[config.mk]
export PLATFORM = sky130hd
export DESIGN_NAME = pe_task_controller
export DESIGN_NICKNAME = d
export VERILOG_FILES = /design/src/rtl/coprocessor_pkg.sv /design/src/rtl/pe_mac_unit.sv /design/src/rtl/pe_task_controller.sv
export SDC_FILE = /design/constraint.sdc
export NUM_CORES = 2
export LEC_CHECK = 0
export ABC_AREA = 0
export BUFFER_PORTS_ARGS = -buffer_cell sky130_fd_sc_hd__buf_2
export CORE_MARGIN = 2
export CORE_UTILIZATION = 30
export DETAILED_ROUTE_END_ITERATION = 16
export PLACE_DENSITY_LB_ADDON = 0.05
export RECOVER_POWER = 100
export SYNTH_ARGS = -nofsm -noshare
export SYNTH_HDL_FRONTEND = slang
export SYNTH_SLANG_ARGS = --single-unit
[constraint.sdc]
create_clock -name i_Clock -period 12.95 [get_ports i_Clock]
set_input_delay 3.885 -clock i_Clock [delete_from_list [all_inputs] [get_ports i_Clock]]
set_output_delay 3.885 -clock i_Clock [all_outputs]
set_load 0.01 [all_outputs]
[src/rtl/coprocessor_pkg.sv]
// coprocessor_pkg: shared state encoding, default widths and the block-address helper
//   used by pe_task_controller and pe_mac_unit.
package coprocessor_pkg;
  localparam int BLOCK_WORDS_DEF = 4;
  localparam int INDEX_WIDTH_DEF = 8;
  localparam int ADDR_WIDTH_DEF = 16;
  localparam int DATA_WIDTH_DEF = 32;
  typedef enum logic [2:0] {
    s_Idle   = 3'd0,
    s_Ack    = 3'd1,
    s_Read   = 3'd2,
    s_Drain  = 3'd3,
    s_Write  = 3'd4,
    s_Report = 3'd5
  } state_t;
  // base + index*scale + offset; callers truncate to their address width so the sum wraps
  function automatic logic [31:0] block_addr(input logic [31:0] base, input logic [31:0] index,
                                             input logic [31:0] scale, input logic [31:0] offset);
    return base + index * scale + offset;
  endfunction
endpackage

[src/rtl/pe_mac_unit.sv]
// pe_mac_unit: unsigned multiply-accumulate for one dot product.
//   clk, rst_n : clock, asynchronous active-low reset
//   clear      : zero the accumulator (and overflow flag) for a new task
//   en         : accumulate a*b this cycle
//   a, b       : operands
//   result     : current dot-product value
// Macro PE_TASK_SATURATE_EN: sticky overflow forces result to all ones.
module pe_mac_unit
  import coprocessor_pkg::*;
#(
  parameter int DATA_WIDTH = DATA_WIDTH_DEF
) (
  input  logic                  clk,
  input  logic                  rst_n,
  input  logic                  clear,
  input  logic                  en,
  input  logic [DATA_WIDTH-1:0] a,
  input  logic [DATA_WIDTH-1:0] b,
  output logic [DATA_WIDTH-1:0] result
);
  logic [DATA_WIDTH-1:0] acc;
`ifdef PE_TASK_SATURATE_EN
  logic [2*DATA_WIDTH-1:0] prod;
  logic [2*DATA_WIDTH:0] sum;
  logic ovf;
  assign prod = {{DATA_WIDTH{1'b0}}, a} * {{DATA_WIDTH{1'b0}}, b};
  assign sum = {{(DATA_WIDTH+1){1'b0}}, acc} + {1'b0, prod};
  always_ff @(posedge clk or negedge rst_n)
    if (!rst_n) begin
      acc <= '0;
      ovf <= 1'b0;
    end else if (clear) begin
      acc <= '0;
      ovf <= 1'b0;
    end else if (en) begin
      acc <= sum[DATA_WIDTH-1:0];
      ovf <= ovf | (|sum[2*DATA_WIDTH:DATA_WIDTH]);
    end
  assign result = ovf ? '1 : acc;
`else
  // only the low word of each product can reach a modulo-2^DATA_WIDTH sum
  always_ff @(posedge clk or negedge rst_n)
    if (!rst_n) acc <= '0;
    else if (clear) acc <= '0;
    else if (en) acc <= acc + DATA_WIDTH'(a * b);
  assign result = acc;
`endif
endmodule

[src/rtl/pe_task_controller.sv]
// pe_task_controller: per-slot task engine; accepts a block index pair, reads an A row-block
//   and B column-block under grant, accumulates their dot product and writes it back.
//   i_Clock, i_Reset_n            : clock, asynchronous active-low reset
//   i_Indexes_Ready / o_Indexes_Received, i_Row_Index, i_Column_Index : index handshake
//   i_Base_A/B/C, i_Result_Stride : configuration, sampled at acceptance
//   o_Grant_Request, i_Grant      : shared memory arbitration
//   o_Memory_Address/Read/Write/Write_Data, i_Memory_Read_Data : memory port
//   o_Result_Ready, i_Result_Ack  : completion handshake
// Macro PE_TASK_SATURATE_EN: saturate the written result on overflow (in pe_mac_unit).
module pe_task_controller
  import coprocessor_pkg::*;
#(
  parameter int BLOCK_WORDS = BLOCK_WORDS_DEF,
  parameter int INDEX_WIDTH = INDEX_WIDTH_DEF,
  parameter int ADDR_WIDTH  = ADDR_WIDTH_DEF,
  parameter int DATA_WIDTH  = DATA_WIDTH_DEF
) (
  input  logic                   i_Clock,
  input  logic                   i_Reset_n,
  input  logic                   i_Indexes_Ready,
  input  logic [INDEX_WIDTH-1:0] i_Row_Index,
  input  logic [INDEX_WIDTH-1:0] i_Column_Index,
  output logic                   o_Indexes_Received,
  input  logic [ADDR_WIDTH-1:0]  i_Base_A,
  input  logic [ADDR_WIDTH-1:0]  i_Base_B,
  input  logic [ADDR_WIDTH-1:0]  i_Base_C,
  input  logic [ADDR_WIDTH-1:0]  i_Result_Stride,
  output logic                   o_Grant_Request,
  input  logic                   i_Grant,
  output logic [ADDR_WIDTH-1:0]  o_Memory_Address,
  output logic                   o_Memory_Read,
  output logic                   o_Memory_Write,
  output logic [DATA_WIDTH-1:0]  o_Memory_Write_Data,
  input  logic [DATA_WIDTH-1:0]  i_Memory_Read_Data,
  output logic                   o_Result_Ready,
  input  logic                   i_Result_Ack
);
  localparam int K_W = $clog2(2 * BLOCK_WORDS);
  localparam int A_W = $clog2(BLOCK_WORDS);
  state_t state, state_next;
  logic [K_W-1:0] k, rd_k;
  logic rd_valid;
  logic [INDEX_WIDTH-1:0] row, col;
  logic [ADDR_WIDTH-1:0] base_a, base_b, base_c, stride;
  logic [DATA_WIDTH-1:0] a_buf [BLOCK_WORDS];
  logic [DATA_WIDTH-1:0] result;
  logic accept, issue, last_issue, b_return;
  logic [ADDR_WIDTH-1:0] rd_addr, wr_addr;
  assign accept = state == s_Idle && i_Indexes_Ready;
  assign issue = state == s_Read && i_Grant;
  assign last_issue = issue && k == K_W'(2 * BLOCK_WORDS - 1);
  // rd_k tags the word returning this cycle; data lags its strobe by one cycle
  assign b_return = rd_valid && rd_k >= K_W'(BLOCK_WORDS);
  assign rd_addr = k < K_W'(BLOCK_WORDS)
    ? ADDR_WIDTH'(block_addr(32'(base_a), 32'(row), 32'(BLOCK_WORDS), 32'(k)))
    : ADDR_WIDTH'(block_addr(32'(base_b), 32'(col), 32'(BLOCK_WORDS), 32'(k - K_W'(BLOCK_WORDS))));
  assign wr_addr = ADDR_WIDTH'(block_addr(32'(base_c), 32'(row), 32'(stride), 32'(col)));
  always_ff @(posedge i_Clock or negedge i_Reset_n)
    if (!i_Reset_n) state <= s_Idle;
    else state <= state_next;
  always_ff @(posedge i_Clock or negedge i_Reset_n)
    if (!i_Reset_n) begin
      k <= '0;
      rd_k <= '0;
      rd_valid <= 1'b0;
      row <= '0;
      col <= '0;
      base_a <= '0;
      base_b <= '0;
      base_c <= '0;
      stride <= '0;
      for (int i = 0; i < BLOCK_WORDS; i++) a_buf[i] <= '0;
    end else begin
      rd_valid <= issue;
      rd_k <= k;
      if (accept) begin
        row <= i_Row_Index;
        col <= i_Column_Index;
        base_a <= i_Base_A;
        base_b <= i_Base_B;
        base_c <= i_Base_C;
        stride <= i_Result_Stride;
        k <= '0;
      end else if (issue) k <= k + K_W'(1);
      if (rd_valid && !b_return) a_buf[A_W'(rd_k)] <= i_Memory_Read_Data;
    end
  pe_mac_unit #(.DATA_WIDTH(DATA_WIDTH)) u_mac (
    .clk    (i_Clock),
    .rst_n  (i_Reset_n),
    .clear  (accept),
    .en     (b_return),
    .a      (a_buf[A_W'(rd_k - K_W'(BLOCK_WORDS))]),
    .b      (i_Memory_Read_Data),
    .result (result)
  );
  always_comb begin
    state_next = state;
    o_Indexes_Received = 1'b0;
    o_Grant_Request = 1'b0;
    o_Memory_Read = 1'b0;
    o_Memory_Write = 1'b0;
    o_Memory_Address = '0;
    o_Memory_Write_Data = '0;
    o_Result_Ready = 1'b0;
    case (state)
      s_Idle: state_next = i_Indexes_Ready ? s_Ack : s_Idle;
      s_Ack: begin
        o_Indexes_Received = 1'b1;
        state_next = s_Read;
      end
      s_Read: begin
        o_Grant_Request = 1'b1;
        o_Memory_Read = i_Grant;
        o_Memory_Address = i_Grant ? rd_addr : '0;
        state_next = last_issue ? s_Drain : s_Read;
      end
      s_Drain: state_next = s_Write;
      s_Write: begin
        o_Grant_Request = 1'b1;
        o_Memory_Write = i_Grant;
        o_Memory_Address = i_Grant ? wr_addr : '0;
        o_Memory_Write_Data = i_Grant ? result : '0;
        state_next = i_Grant ? s_Report : s_Write;
      end
      s_Report: begin
        o_Result_Ready = 1'b1;
        state_next = i_Result_Ack ? s_Idle : s_Report;
      end
      default: state_next = s_Idle;
    endcase
  end
endmodule

==> reports/qor_table.md <==
| Item | Value | Unit |
|:---|:---|:---|
| CTS tree | done | - |
| Dominant combinational cell family by area after synthesis | adder cells | - |
| Library cell contributing the largest single delay on the critical path | clkbuf_1 | - |
| Routability Congestion | 0.828 | - |
| Endpoint, Worst Hold | u_mac.result[7]$_DFFE_PN0P_ | - |
| Port buffer count | 169 | - |
| Hold_buf cts | 0 | - |
| Global Route Usage Sum | 18.7 | % |
| Maximum number of pins on one net before global-route repair | 88 | - |
| Number of enable flip-flop cells after synthesis | 0 | - |
| Per-instance average area after synthesis | 10.1 | um2 |
| Top cell family by delay on the critical path | adder cells | - |
| CP most frequent cell | fa_1 | - |
| Total Nets Final | 4109 | - |
| Clock Root Buffer | clkbuf_16 | - |
| Number of endpoints with negative hold slack in the final report | 0 | - |
| Tcrit/Tclk final | 90.1 | % |
| Proportion of register bits with asynchronous set or reset after synthesis | 100 | % |
| Failing checks | capacitance limit, slew limit | - |
| Antenna-violating nets left | 0 | - |
| Delay of the slowest critical-path stage | 1.44 | ns |
| Drt wl/cell | 21.1 | um |
| Type of the most critical hold path | register to register | - |
| Layout cells sized above 1 | 11.8 | % |
| Shortest period the worst path allows | 11.67 | ns |
| Met1 Track Usage GR | 23.1 | % |
| Worst reg2reg startpoint | rd_k[0]$_DFF_PN0_ | - |
| Critical path startpoint category | input port | - |
| Insertion delay to the later sink of the worst-skew pair | 0.57 | ns |
| Final number of setup-violating endpoints | 0 | - |
| Worst path bufs/invs | 6 | - |
| Final-layout setup total negative slack | 0 | ns |
| Number of search-and-repair iterations in the first detailed-routing pass | 5 | - |
| Top flip-flop cell by instance count after synthesis | dfrtp_1 | - |
| Growth of design area from synthesis to finish | 9.89 | % |
| Outcome | finished with violations | - |
| Seq cells post-synth | 250 | - |
| Cell area after synthesis | 0.0321 | mm2 |
| Max Fanout on Critical Path | 28 | - |
| Grt ovf | 0 | - |
| Buffers inserted during post-CTS setup optimization | 0 | - |
| Fillers | 11100 | - |
| Number of gates given a new drive strength after cts | 0 | - |
| Adder-cell area share of the yosys netlist | 40.8 | % |
| Standard cell core area | 0.107 | mm2 |
| Wire length of the first global-routing pass | 154000 | um |
| Total wire length | 99000 | um |
| Tightest Pin Transition | 3.88 | ns |
| Critical path endpoint category | register | - |
| Clk sinks | 250 | - |
| Clock-pin slew on the worst setup and hold paths | 0.06 | ns |
| Complex-gate fraction of the synthesized area | 4.42 | % |
| Most numerous cell types in the synthesized netlist | 623 x inv_1, 528 x fa_1, 346 x nand2_1, 339 x and2_1, 250 x dfrtp_1 | - |
| Arrival time at the worst endpoint | 12.09 | ns |
| Worst-case reg-to-reg path depth | 27 | - |
| Startpoint of the lowest-slack hold path | u_mac.result[7]$_DFFE_PN0P_ | - |
| Via count of the first global-routing pass | 24900 | - |
| Setup slack of the most critical reg-to-reg path | 4.08 | ns |
| Post-synthesis share of cell area spent on and, or, nand and nor gates | 13.4 | % |
| Bufs on Longest Clock Path | 3 | - |
| Effective utilization at floorplan | 30.1 | % |
| Most utilized layer in the global route result | met2 | - |
| Max-cap check violation count | 18 | - |
| Area enclosed by the die boundary | 0.110 | mm2 |
| Req. time, crit path | 13.37 | ns |
| Number of levels the H-tree was split into | 2 | - |
| GR Util met2 | 34.8 | % |
| Reg-to-reg endpoint | u_mac.result[25]$_DFFE_PN0P_ | - |
| DR vias | 21700 | - |
| Detailed-route vias per instance | 4.62 | - |
| Sequential fraction of the synthesis area | 19.5 | % |
| Cell count of the worst hold path | 1 | - |
| Xor and xnor area share after synthesis | 3.70 | % |
| Normalized max-slew margin | -158 | % |
| Cell type contributing the most total cell area after synthesis | fa_1 | - |
| Drt drc | 0 | - |
| Horizontal die dimension | 331 | um |
| Antenna violations before repair | 13 | - |
| Clock buffer count from CTS | 34 | - |
| Worst clock skew | 0.0384 | ns |
| Synth top area share | 32.9 | % |
| Crit Path Category | input port to register | - |
| Num ports | 170 | - |
| M3 GR Usage | 2.14 | % |
| Post-synthesis cell type count | 65 | - |
| Maximum frequency from static timing analysis | 85.7 | MHz |
| Syn Nets | 4039 | - |
| Cell Rows | 120 | - |
| Vertical die dimension | 331 | um |
| Multiplexer area fraction after synthesis | 8.85 | % |
| Setup repair after global routing missed its margin | false | - |
| Number of violations reported at the end of detailed-routing iteration 0 | 794 | - |
| Yosys warns | 0 | - |
| Syn Inst Count | 3191 | - |
| Total count of max-transition violations in the final report | 719 | - |
| Half-perimeter wire length after detailed placement | 77100 | um |
| Largest cells by area after synthesis | fa_1 33%, dfrtp_1 19%, ha_1 7.9% | - |
| Library cell with the highest instance count after synthesis | inv_1 | - |
[layout make-up]
class	instances	area (um2)	share of cell area, %
clock buffer	50	1020	2.90
timing repair buffer	194	887	2.51
clock inverter	10	120	0.340
antenna	5	12.5	0.0355
sequential	250	6260	17.7
inverter	624	2340	6.64
multi-input combinational	2157	22900	64.9
tap	1403	1760	4.97
[sequential cells by signal, summed over array words and instances, names as in the netlist, 8 cells and up]
register and count:
a_buf 128, u_mac.result 32, base_a 16, base_b 16
base_c 16, stride 16, col 8, row 8
[worst reg2reg max path, delay by kind of cell, from the launching register on]
kind	cells	cell delay, ns
buffers and inverters	6	1.03
AO/OA/AOI/OAI	6	1.19
multiplexers	1	1.02
AND/OR/NAND/NOR	4	0.66
XOR/XNOR	1	0.59
adder cells (fa/ha/maj)	9	3.89
flip-flops	1	0.34
[cell usage in the layout (no fill, tap or decap), drive strengths merged, types with 30 or more instances in the layout]
master	synthesis	layout
dfrtp	250	250
buf	20	99
nor2	52	52
o21ai	72	72
clkbuf	140	145
ha	203	203
inv	624	627
nor2b	32	32
nand2	347	347
xnor2	90	90
and2	339	339
a21oi	54	54
mux2	187	187
fa	528	528
mux4	30	30
xor2	38	38
[metrics by stage]
stage | setup slack, ns | cell area (um2) | std cells | utilization, % | hold WS, ns
after global routing | 0.920 | 35300 | 4689 | 33.1 | 0.510
after global placement | 1.65 | 34300 | 4628 | 32.2 | 0.468
after detailed placement | 1.60 | 34300 | 4628 | 32.2 | 0.468
after CTS | 2.17 | 35400 | 4688 | 33.2 | 0.481
after floorplan | 2.19 | 32100 | 3191 | - | 0.427
final | 1.28 | 35300 | 4693 | 33.1 | 0.476
[cell families (layout without fill, tap and decap cells)]
logic type,count (synthesis),in the layout
simple gates,846,846
buf+inv,784,878
fa+ha+maj,731,731
flops,250,250
compound gates,227,227
mux,223,223
xor+xnor,130,130
other cells,0,5
[how the worst max path moves through the flow]
stage | depth (start not counted) | from | slack, ns | to
after floorplan | 27 | i_Memory_Read_Data[0] | 2.19 | u_mac.result[30]$_DFFE_PN0P_
after global placement | 25 | i_Memory_Read_Data[1] | 1.65 | u_mac.result[30]$_DFFE_PN0P_
after detailed placement | 25 | i_Memory_Read_Data[1] | 1.60 | u_mac.result[30]$_DFFE_PN0P_
after CTS | 25 | i_Memory_Read_Data[1] | 2.17 | u_mac.result[30]$_DFFE_PN0P_
after global routing | 26 | i_Memory_Read_Data[8] | 0.92 | u_mac.result[30]$_DFFE_PN0P_
final | 26 | i_Memory_Read_Data[8] | 1.28 | u_mac.result[30]$_DFFE_PN0P_
[routing by layer]
layer / vias to the layer above / share of wire (%)
li1: 9875 / -
met1: 11500 / 42
met2: 240 / 53
met3: 102 / 2.9
met4: 16 / 1.9
met5: - / 0.10
Power is not shown: default switching activity piles up to over one toggle a cycle in this logic, so the estimate is an artifact.
